<file path="src/rtl/uart_tx_param_if.sv">
// ---------------------------------------------------------------------------
// uart_tx_param_if
// Purpose : write-side handshake between a word producer and the UART
//           transmitter FIFO.
// Signals : i_data  - payload word offered by the producer (DATA_BITS wide)
//           i_valid - i_data is valid this cycle
//           o_ready - the transmitter FIFO can take a word this cycle
// Modports: master - the producer (drives i_data/i_valid, sees o_ready)
//           slave  - the transmitter (sees i_data/i_valid, drives o_ready)
// ---------------------------------------------------------------------------
interface uart_tx_param_if #(
  parameter int DATA_BITS = 8
);
  logic [DATA_BITS-1:0] i_data;
  logic                 i_valid;
  logic                 o_ready;

  modport master (output i_data, output i_valid, input o_ready);
  modport slave  (input i_data, input i_valid, output o_ready);
endinterface

</file>
<file path="src/rtl/uart_tx_param.sv">
// ---------------------------------------------------------------------------
// uart_tx_param
// Purpose : parameterised UART transmitter with a small input FIFO.  Words
//           are queued through a valid/ready handshake and sent as
//           start + DATA_BITS (LSB first) + optional parity + stop bit(s).
//           Frames are sent back-to-back while the FIFO holds data.
// Ports   : i_clk  - system clock, rising edge active
//           i_rst  - synchronous active-high reset
//           s_if   - write handshake (i_data, i_valid, o_ready)
//           o_tx   - registered serial line, idle high
//           o_busy - frame in flight or FIFO non-empty
// ---------------------------------------------------------------------------
module uart_tx_param #(
  parameter int CLKS_PER_BIT = 104,
  parameter int DATA_BITS    = 8,
  parameter int PARITY       = 0,
  parameter int STOP_BITS    = 1,
  parameter int FIFO_DEPTH   = 4
) (
  input  logic           i_clk,
  input  logic           i_rst,
  uart_tx_param_if.slave s_if,
  output logic           o_tx,
  output logic           o_busy
);

  localparam int CNT_W = (CLKS_PER_BIT > 1) ? $clog2(CLKS_PER_BIT) : 1;
  localparam int PTR_W = (FIFO_DEPTH > 1) ? $clog2(FIFO_DEPTH) : 1;
  localparam int CQ_W  = PTR_W + 1;
  localparam int IDX_W = 4;

  localparam logic [CNT_W-1:0] CNT_LAST  = CNT_W'(CLKS_PER_BIT - 1);
  localparam logic [CNT_W-1:0] CNT_ZERO  = {CNT_W{1'b0}};
  localparam logic [CNT_W-1:0] CNT_ONE   = CNT_W'(1);
  localparam logic [IDX_W-1:0] IDX_ZERO  = {IDX_W{1'b0}};
  localparam logic [IDX_W-1:0] IDX_ONE   = IDX_W'(1);
  localparam logic [IDX_W-1:0] DATA_LAST = IDX_W'(DATA_BITS - 1);
  localparam logic [IDX_W-1:0] STOP_LAST = IDX_W'(STOP_BITS - 1);
  localparam logic [CQ_W-1:0]  CQ_ZERO   = {CQ_W{1'b0}};
  localparam logic [CQ_W-1:0]  CQ_ONE    = CQ_W'(1);
  localparam logic [CQ_W-1:0]  CQ_FULL   = CQ_W'(FIFO_DEPTH);
  localparam logic [PTR_W-1:0] PTR_ZERO  = {PTR_W{1'b0}};
  localparam logic [PTR_W-1:0] PTR_ONE   = PTR_W'(1);

  typedef enum logic [2:0] {
    ST_IDLE   = 3'd0,
    ST_START  = 3'd1,
    ST_DATA   = 3'd2,
    ST_PARITY = 3'd3,
    ST_STOP   = 3'd4
  } state_e;

  // Parity bit of a payload word: even parity is the XOR of the bits,
  // odd parity its inverse.
  function automatic logic calc_parity(input logic [DATA_BITS-1:0] word);
    logic even_bit;
    even_bit = ^word;
    if (PARITY == 1) begin
      return ~even_bit;
    end else begin
      return even_bit;
    end
  endfunction

  state_e               state_q,   state_d;
  logic [CNT_W-1:0]     bit_cnt_q, bit_cnt_d;
  logic [IDX_W-1:0]     bit_idx_q, bit_idx_d;
  logic [DATA_BITS-1:0] shift_q,   shift_d;
  logic                 par_q,     par_d;
  logic                 tx_q,      tx_d;
  logic                 busy_q,    busy_d;
  logic                 ready_q,   ready_d;
  logic [CQ_W-1:0]      count_q,   count_d;
  logic [PTR_W-1:0]     wr_ptr_q,  wr_ptr_d;
  logic [PTR_W-1:0]     rd_ptr_q,  rd_ptr_d;
  logic [DATA_BITS-1:0] fifo_mem [FIFO_DEPTH];

  logic                 push_s;
  logic                 pop_s;
  logic                 bit_end_s;
  logic [DATA_BITS-1:0] head_s;

  // Next-state logic: FSM sequencing, FIFO pointers/count and output levels.
  always_comb begin
    state_d   = state_q;
    bit_cnt_d = bit_cnt_q;
    bit_idx_d = bit_idx_q;
    shift_d   = shift_q;
    par_d     = par_q;
    pop_s     = 1'b0;
    head_s    = fifo_mem[rd_ptr_q];
    bit_end_s = (bit_cnt_q == CNT_LAST);
    // Acceptance uses the registered ready only, never a same-cycle pop.
    push_s    = s_if.i_valid & ready_q;

    case (state_q)
      ST_IDLE: begin
        bit_cnt_d = CNT_ZERO;
        if (count_q != CQ_ZERO) begin
          pop_s     = 1'b1;
          state_d   = ST_START;
          bit_idx_d = IDX_ZERO;
          shift_d   = head_s;
          par_d     = calc_parity(head_s);
        end else begin
          state_d = ST_IDLE;
        end
      end
      ST_START: begin
        if (bit_end_s) begin
          state_d   = ST_DATA;
          bit_cnt_d = CNT_ZERO;
          bit_idx_d = IDX_ZERO;
        end else begin
          bit_cnt_d = bit_cnt_q + CNT_ONE;
        end
      end
      ST_DATA: begin
        if (bit_end_s) begin
          bit_cnt_d = CNT_ZERO;
          if (bit_idx_q == DATA_LAST) begin
            bit_idx_d = IDX_ZERO;
            if (PARITY != 0) begin
              state_d = ST_PARITY;
            end else begin
              state_d = ST_STOP;
            end
          end else begin
            bit_idx_d = bit_idx_q + IDX_ONE;
            shift_d   = shift_q >> 1;
          end
        end else begin
          bit_cnt_d = bit_cnt_q + CNT_ONE;
        end
      end
      ST_PARITY: begin
        if (bit_end_s) begin
          state_d   = ST_STOP;
          bit_cnt_d = CNT_ZERO;
          bit_idx_d = IDX_ZERO;
        end else begin
          bit_cnt_d = bit_cnt_q + CNT_ONE;
        end
      end
      ST_STOP: begin
        if (bit_end_s) begin
          bit_cnt_d = CNT_ZERO;
          if (bit_idx_q == STOP_LAST) begin
            bit_idx_d = IDX_ZERO;
            // Chain straight into the next frame when data is waiting.
            if (count_q != CQ_ZERO) begin
              pop_s   = 1'b1;
              state_d = ST_START;
              shift_d = head_s;
              par_d   = calc_parity(head_s);
            end else begin
              state_d = ST_IDLE;
            end
          end else begin
            bit_idx_d = bit_idx_q + IDX_ONE;
          end
        end else begin
          bit_cnt_d = bit_cnt_q + CNT_ONE;
        end
      end
      default: begin
        state_d   = ST_IDLE;
        bit_cnt_d = CNT_ZERO;
        bit_idx_d = IDX_ZERO;
      end
    endcase

    // Pointers wrap naturally because FIFO_DEPTH is a power of two.
    if (push_s) begin
      wr_ptr_d = wr_ptr_q + PTR_ONE;
    end else begin
      wr_ptr_d = wr_ptr_q;
    end
    if (pop_s) begin
      rd_ptr_d = rd_ptr_q + PTR_ONE;
    end else begin
      rd_ptr_d = rd_ptr_q;
    end
    case ({push_s, pop_s})
      2'b10:   count_d = count_q + CQ_ONE;
      2'b01:   count_d = count_q - CQ_ONE;
      default: count_d = count_q;
    endcase

    // The line level follows the registered state, so o_tx trails the
    // state register by one cycle.
    case (state_q)
      ST_IDLE:   tx_d = 1'b1;
      ST_START:  tx_d = 1'b0;
      ST_DATA:   tx_d = shift_q[0];
      ST_PARITY: tx_d = par_q;
      ST_STOP:   tx_d = 1'b1;
      default:   tx_d = 1'b1;
    endcase

    busy_d  = (state_d != ST_IDLE) || (count_d != CQ_ZERO);
    ready_d = (count_d != CQ_FULL);
  end

  // FSM, FIFO bookkeeping and registered outputs.
  always_ff @(posedge i_clk) begin
    if (i_rst) begin
      state_q   <= ST_IDLE;
      bit_cnt_q <= CNT_ZERO;
      bit_idx_q <= IDX_ZERO;
      shift_q   <= {DATA_BITS{1'b0}};
      par_q     <= 1'b0;
      tx_q      <= 1'b1;
      busy_q    <= 1'b0;
      ready_q   <= 1'b1;
      count_q   <= CQ_ZERO;
      wr_ptr_q  <= PTR_ZERO;
      rd_ptr_q  <= PTR_ZERO;
    end else begin
      state_q   <= state_d;
      bit_cnt_q <= bit_cnt_d;
      bit_idx_q <= bit_idx_d;
      shift_q   <= shift_d;
      par_q     <= par_d;
      tx_q      <= tx_d;
      busy_q    <= busy_d;
      ready_q   <= ready_d;
      count_q   <= count_d;
      wr_ptr_q  <= wr_ptr_d;
      rd_ptr_q  <= rd_ptr_d;
    end
  end

  // FIFO storage; contents are meaningless once count/pointers are reset.
  always_ff @(posedge i_clk) begin
    if (push_s && !i_rst) begin
      fifo_mem[wr_ptr_q] <= s_if.i_data;
    end else begin
      fifo_mem[wr_ptr_q] <= fifo_mem[wr_ptr_q];
    end
  end

  assign o_tx         = tx_q;
  assign o_busy       = busy_q;
  assign s_if.o_ready = ready_q;

endmodule

</file>
<file path="src/flat_wrapper.sv">
// flat-port wrapper written by rule: the top's interface ports become plain ports
module uart_tx_param_flat 
#(
  parameter int CLKS_PER_BIT = 104,
  parameter int DATA_BITS    = 8,
  parameter int PARITY       = 0,
  parameter int STOP_BITS    = 1,
  parameter int FIFO_DEPTH   = 4
)
  (i_clk, i_rst, o_tx, o_busy, s_if_i_data, s_if_i_valid, s_if_o_ready);
  uart_tx_param_if #(.DATA_BITS(DATA_BITS)) s_if_i ();
  input  logic i_clk;
  input  logic i_rst;
  output logic o_tx;
  output logic o_busy;
  input wire logic [$bits(s_if_i.i_data)-1:0] s_if_i_data;
  input wire logic [$bits(s_if_i.i_valid)-1:0] s_if_i_valid;
  output wire logic [$bits(s_if_i.o_ready)-1:0] s_if_o_ready;
  assign s_if_i.i_data = s_if_i_data;
  assign s_if_i.i_valid = s_if_i_valid;
  assign s_if_o_ready = s_if_i.o_ready;
  uart_tx_param #(.CLKS_PER_BIT(CLKS_PER_BIT), .DATA_BITS(DATA_BITS), .PARITY(PARITY), .STOP_BITS(STOP_BITS), .FIFO_DEPTH(FIFO_DEPTH)) u_core (.i_clk(i_clk), .i_rst(i_rst), .s_if(s_if_i), .o_tx(o_tx), .o_busy(o_busy));
endmodule
</file>
<file path="config.mk">
export PLATFORM = sky130hd
export DESIGN_NAME = uart_tx_param_flat
export DESIGN_NICKNAME = d
export VERILOG_FILES = /design/src/rtl/uart_tx_param_if.sv /design/src/rtl/uart_tx_param.sv /design/src/flat_wrapper.sv
export SDC_FILE = /design/constraint.sdc
export NUM_CORES = 1
export LEC_CHECK = 0
export CORE_ASPECT_RATIO = 0.7
export CORE_MARGIN = 1.5
export CORE_UTILIZATION = 60
export DETAILED_ROUTE_END_ITERATION = 10
export DONT_BUFFER_PORTS = 1
export PLACE_DENSITY = 0.73
export REMOVE_ABC_BUFFERS = 1
export SYNTH_ARGS = -nofsm -noshare
export SYNTH_HDL_FRONTEND = slang
export SYNTH_SLANG_ARGS = --single-unit
export TNS_END_PERCENT = 30
</file>
<file path="constraint.sdc">
create_clock -name i_clk -period 6.5 [get_ports i_clk]
set_input_delay 0.65 -clock i_clk [delete_from_list [all_inputs] [get_ports i_clk]]
set_output_delay 0.65 -clock i_clk [all_outputs]
set_load 0.01 [all_outputs]
</file>
==> metrics.txt <==
# TYPE chip_impl_metric gauge
chip_impl_metric{name="max_freq",unit="GHz"} 0.295
chip_impl_metric{name="drtAntennaViolNets",unit=""} 0
chip_impl_metric{name="vdd_drop_max",unit="mV"} 0.234
chip_impl_metric{name="cellLeakagePower",unit="nW"} 1.10
chip_impl_metric{name="cts_buffer_depth",unit=""} 2
chip_impl_info{name="synth.top_cells.by_count",value="sky130_fd_sc_hd__nor2_1, sky130_fd_sc_hd__dfxtp_1, sky130_fd_sc_hd__edfxtp_1, sky130_fd_sc_hd__xnor2_1"} 1
chip_impl_metric{name="placement.cell_area",unit="um^2"} 3020
chip_impl_info{name="cp_common_cell",value="sky130_fd_sc_hd__ha_1"} 1
chip_impl_metric{name="die-area",unit="um^2"} 5420
chip_impl_info{name="clk_tree_root_cell",value="sky130_fd_sc_hd__clkbuf_8"} 1
chip_impl_metric{name="proportion_of_register_bits_with_asynchronous_set_or_reset_after_synthesis",unit="%"} 0
chip_impl_metric{name="finalCriticalPeriod",unit="ns"} 3.39
chip_impl_metric{name="critPathMaxFanout",unit=""} 6
chip_impl_metric{name="grtUsageTotal",unit="%"} 20.5
chip_impl_metric{name="via_cell_ratio",unit=""} 5.62
chip_impl_metric{name="vias",unit=""} 1758
chip_impl_metric{name="number_of_enable_flip_flop_cells_after_synthesis",unit=""} 32
chip_impl_metric{name="number_of_global_route_vias_before_repair",unit=""} 1668
chip_impl_info{name="yosysMostFrequentCell",value="sky130_fd_sc_hd__nor2_1"} 1
chip_impl_info{name="critical_path.endpoint_type",value="flop"} 1
chip_impl_metric{name="grt_remaining_overflow",unit=""} 0
chip_impl_info{name="path_cells",value="inv_1, ha_1, or3b_1, o31ai_1, and2_1, ha_1, fa_1, nor3b_1, a22oi_1, a2111oi_0, o21bai_1"} 1
chip_impl_metric{name="wl_per_cell",unit="um"} 15.8
chip_impl_metric{name="final.setup_skew",unit="ns"} 0.00482
chip_impl_metric{name="gp_congestion",unit=""} 0.844
chip_impl_metric{name="power.switching_fraction",unit="%"} 31.0
chip_impl_metric{name="detail_route.iter0.violations",unit=""} 111
chip_impl_metric{name="cts-hold-fix-buffers",unit=""} 0
chip_impl_metric{name="timing_hold_violations_final",unit=""} 0
chip_impl_metric{name="cell_internal_pwr",unit="W"} 0.000907
chip_impl_metric{name="drv_cap",unit=""} 0
chip_impl_metric{name="final.hold.worst_slack",unit="ns"} 0.378
chip_impl_metric{name="antenna_found_initial",unit=""} 0
chip_impl_metric{name="powerDensity",unit="nW/um^2"} 409
chip_impl_metric{name="post_cts_resized",unit=""} 0
chip_impl_metric{name="layout_worst_path_cycle_share",unit="%"} 52.2
chip_impl_metric{name="finalNetCount",unit=""} 259
chip_impl_info{name="slowest_stage",value="sky130_fd_sc_hd__or3b_1"} 1
chip_impl_info{name="grt_setup_unrepaired",value="false"} 1
chip_impl_metric{name="netlist.area_leader.share",unit="%"} 32.2
chip_impl_metric{name="post-cts-setup-buffers",unit=""} 0
chip_impl_metric{name="worst_skew_pair.late_latency",unit="ns"} 0.33
chip_impl_metric{name="timing.setup.tns",unit="ns"} 0
chip_impl_metric{name="cpPeakStageDelay",unit="ns"} 0.46
chip_impl_info{name="timing.setup.critical_path_class",value="reg2reg"} 1
chip_impl_metric{name="stdcell_area",unit="um^2"} 3220
chip_impl_metric{name="synth_area_per_cell",unit="um^2"} 12.5
chip_impl_metric{name="grt_first_pass_wirelength",unit="um"} 7950
chip_impl_metric{name="detailedPlacementHpwl",unit="um"} 3540
chip_impl_metric{name="drt-pass1-iter-count",unit=""} 4
chip_impl_metric{name="post_synth_inst_count",unit=""} 239
chip_impl_metric{name="io_pins",unit=""} 14
chip_impl_info{name="post-synth-top-area-cell",value="sky130_fd_sc_hd__edfxtp_1"} 1
chip_impl_metric{name="port_buffers",unit=""} 0
chip_impl_metric{name="clkSinkCount",unit=""} 67
chip_impl_metric{name="layout.core_utilization",unit="%"} 67.3
chip_impl_info{name="worstSetupStartpointType",value="flop"} 1
chip_impl_metric{name="drv_slew",unit=""} 0
chip_impl_metric{name="synth.distinct_cells",unit=""} 45
chip_impl_metric{name="ys_warn_count",unit=""} 0
chip_impl_metric{name="die_width",unit="um"} 87.3
chip_impl_metric{name="report.final.setup_viol",unit=""} 0
chip_impl_metric{name="netlist_area",unit="um^2"} 2990
chip_impl_metric{name="sequentialPowerShare",unit="%"} 43.7
chip_impl_info{name="hold_class",value="in2reg"} 1
chip_impl_metric{name="largest_net_degree_at_the_start_of_global_routing",unit=""} 30
chip_impl_metric{name="wl",unit="um"} 4950
chip_impl_metric{name="syn_to_final_growth",unit="%"} 7.75
chip_impl_metric{name="antenna_cells",unit=""} 0
chip_impl_metric{name="cts_inserted_buffers",unit=""} 9
chip_impl_metric{name="seq_area_frac_synth",unit="%"} 55.6
chip_impl_metric{name="layout-drive-gt1-share",unit="%"} 13.9
chip_impl_metric{name="timing.slew.headroom",unit="%"} 56.0
chip_impl_metric{name="power",unit="W"} 0.00131
chip_impl_metric{name="die_y_extent",unit="um"} 62.0
chip_impl_metric{name="row_count",unit=""} 21
chip_impl_metric{name="initial_core_utilization",unit="%"} 62.5
chip_impl_metric{name="share_clk_of_total_power",unit="%"} 25.8
chip_impl_metric{name="cp.buffers_inverters",unit=""} 1
chip_impl_metric{name="worst_setup_hold_path_clk_slew",unit="ns"} 0.06
chip_impl_info{name="ys_top_cells_by_area",value="sky130_fd_sc_hd__edfxtp_1, sky130_fd_sc_hd__dfxtp_1, sky130_fd_sc_hd__mux4_2"} 1
chip_impl_metric{name="ctsHtreeMaxLevel",unit=""} 3
chip_impl_metric{name="detail_route.drc_violations",unit=""} 0
chip_impl_metric{name="switching_power",unit="W"} 0.000408
chip_impl_info{name="outcome",value="finished clean"} 1
chip_impl_metric{name="core_area",unit="um^2"} 4780
chip_impl_metric{name="pwr-share-comb",unit="%"} 30.5
chip_impl_info{name="tritoncts",value="done"} 1
chip_impl_metric{name="ffs_latches_synth",unit=""} 67
chip_impl_metric{name="worst_slew_pin_slew",unit="ns"} 0.659
chip_impl_info{name="ys_dominant_reg_cell",value="sky130_fd_sc_hd__dfxtp_1"} 1
chip_impl_info{name="cp_top_delay_family",value="simple AND/OR/NAND/NOR gates"} 1
chip_impl_metric{name="cp.arrival",unit="ns"} 3.61
chip_impl_metric{name="critical_path_required",unit="ns"} 6.72
[power groups by stage]
stage | clock, W | combinational [W] | sequential, W
global placement | 0 | 0.000380 | 0.000578
floorplan | 0 | 0.000333 | 0.000565
detailed placement | 0 | 0.000397 | 0.000582
CTS | 0.000346 | 0.000401 | 0.000574
finish | 0.000339 | 0.000402 | 0.000574
global route | 0.000361 | 0.000440 | 0.000585
[state kept, by name, summed over array words and instances (netlist names), named ones only]
name                 count
u_core.o_tx              1
u_core.bit_cnt_q         7
u_core.shift_q           8
u_core.fifo_mem         32
u_core.state_q           3
u_core.rd_ptr_q          2
u_core.o_busy            1
u_core.par_q             1
u_core.bit_idx_q         4
u_core.s_if.o_ready      1
u_core.count_q           3
u_core.wr_ptr_q          2
[final cells by class]
type / instances / area (um^2)
inverter: 6 / 22.5
tap: 69 / 86.3
sequential: 67 / 1660
fill: 359 / 1560
clock inverter: 2 / 35.0
multi-input combinational: 155 / 1250
clock buffer: 14 / 163
[layout by cell type, fill, tap and decap left out, types with 2 or more instances in the layout]
master / Yosys / routed
sky130_fd_sc_hd__nand2b_1: 2 / 2
sky130_fd_sc_hd__nor3b_1: 2 / 2
sky130_fd_sc_hd__nor2_1: 37 / 37
sky130_fd_sc_hd__nor3_1: 3 / 3
sky130_fd_sc_hd__xnor2_1: 13 / 13
sky130_fd_sc_hd__nand3_1: 6 / 6
sky130_fd_sc_hd__and2_1: 5 / 5
sky130_fd_sc_hd__inv_1: 6 / 6
sky130_fd_sc_hd__mux4_2: 8 / 8
sky130_fd_sc_hd__ha_1: 8 / 8
sky130_fd_sc_hd__clkbuf_1: 5 / 3
sky130_fd_sc_hd__a22oi_1: 3 / 3
sky130_fd_sc_hd__nand3b_1: 2 / 2
sky130_fd_sc_hd__nor2b_1: 2 / 2
sky130_fd_sc_hd__xor2_1: 6 / 6
sky130_fd_sc_hd__o32ai_1: 2 / 2
sky130_fd_sc_hd__o21ai_1: 2 / 2
sky130_fd_sc_hd__a21oi_1: 9 / 9
sky130_fd_sc_hd__edfxtp_1: 32 / 32
sky130_fd_sc_hd__mux2_2: 7 / 7
sky130_fd_sc_hd__nand2_1: 7 / 7
sky130_fd_sc_hd__or3b_1: 3 / 3
sky130_fd_sc_hd__dfxtp_1: 35 / 35
sky130_fd_sc_hd__mux2i_1: 9 / 9
sky130_fd_sc_hd__or3_1: 2 / 2
sky130_fd_sc_hd__clkbuf_8: 0 / 11
[worst reg2reg max path: stages, from the launching register on]
cell,delay (ns)
sky130_fd_sc_hd__dfxtp_1,0.35
sky130_fd_sc_hd__inv_1,0.09
sky130_fd_sc_hd__ha_1,0.15
sky130_fd_sc_hd__or3b_1,0.46
sky130_fd_sc_hd__o31ai_1,0.35
sky130_fd_sc_hd__and2_1,0.33
sky130_fd_sc_hd__ha_1,0.26
sky130_fd_sc_hd__fa_1,0.46
sky130_fd_sc_hd__nor3b_1,0.27
sky130_fd_sc_hd__a22oi_1,0.11
sky130_fd_sc_hd__a2111oi_0,0.37
sky130_fd_sc_hd__o21bai_1,0.09
[final timing paths]
| check | start | end | slack [ns] | cells after the start |
|---|---|---|---|---|
| setup / recovery | u_core.bit_idx_q[0] | u_core.o_busy | 3.11 | 11 |
| hold / removal | i_rst | u_core.bit_idx_q[3] | 0.38 | 1 |
| setup reg to reg | u_core.bit_idx_q[0] | u_core.o_busy | 3.11 | 11 |
| hold reg to reg | u_core.bit_cnt_q[0] | u_core.bit_cnt_q[0] | 0.45 | 1 |
[stage by stage]
| stage | worst slack, ns | instances |
|---|---|---|
| after floorplan | 3.54 | 228 |
| after global placement | 3.35 | 297 |
| after detailed placement | 3.15 | 297 |
| after CTS | 3.14 | 313 |
| after global routing | 2.85 | 313 |
| final | 3.11 | 313 |
[kinds of logic after synthesis]
family	count (synthesis)	synth area share (%)
AO/OA/AOI/OAI	25	6.66
flip-flops	67	55.6
XOR/XNOR	19	5.57
buffers and inverters	17	2.51
multiplexers	24	11.7
AND/OR/NAND/NOR	78	13.9
adder cells (fa/ha/maj)	9	4.02
[routing by layer]
metal	global-route usage (%)	vias to the layer above	wire, um
li1	-	862	-
met1	27.5	848	2350
met2	32.0	36	2270
met3	6.74	12	257
met4	7.48	0	73
met5	0	-	0
No activity file was read; power rests on OpenSTA's default activity.
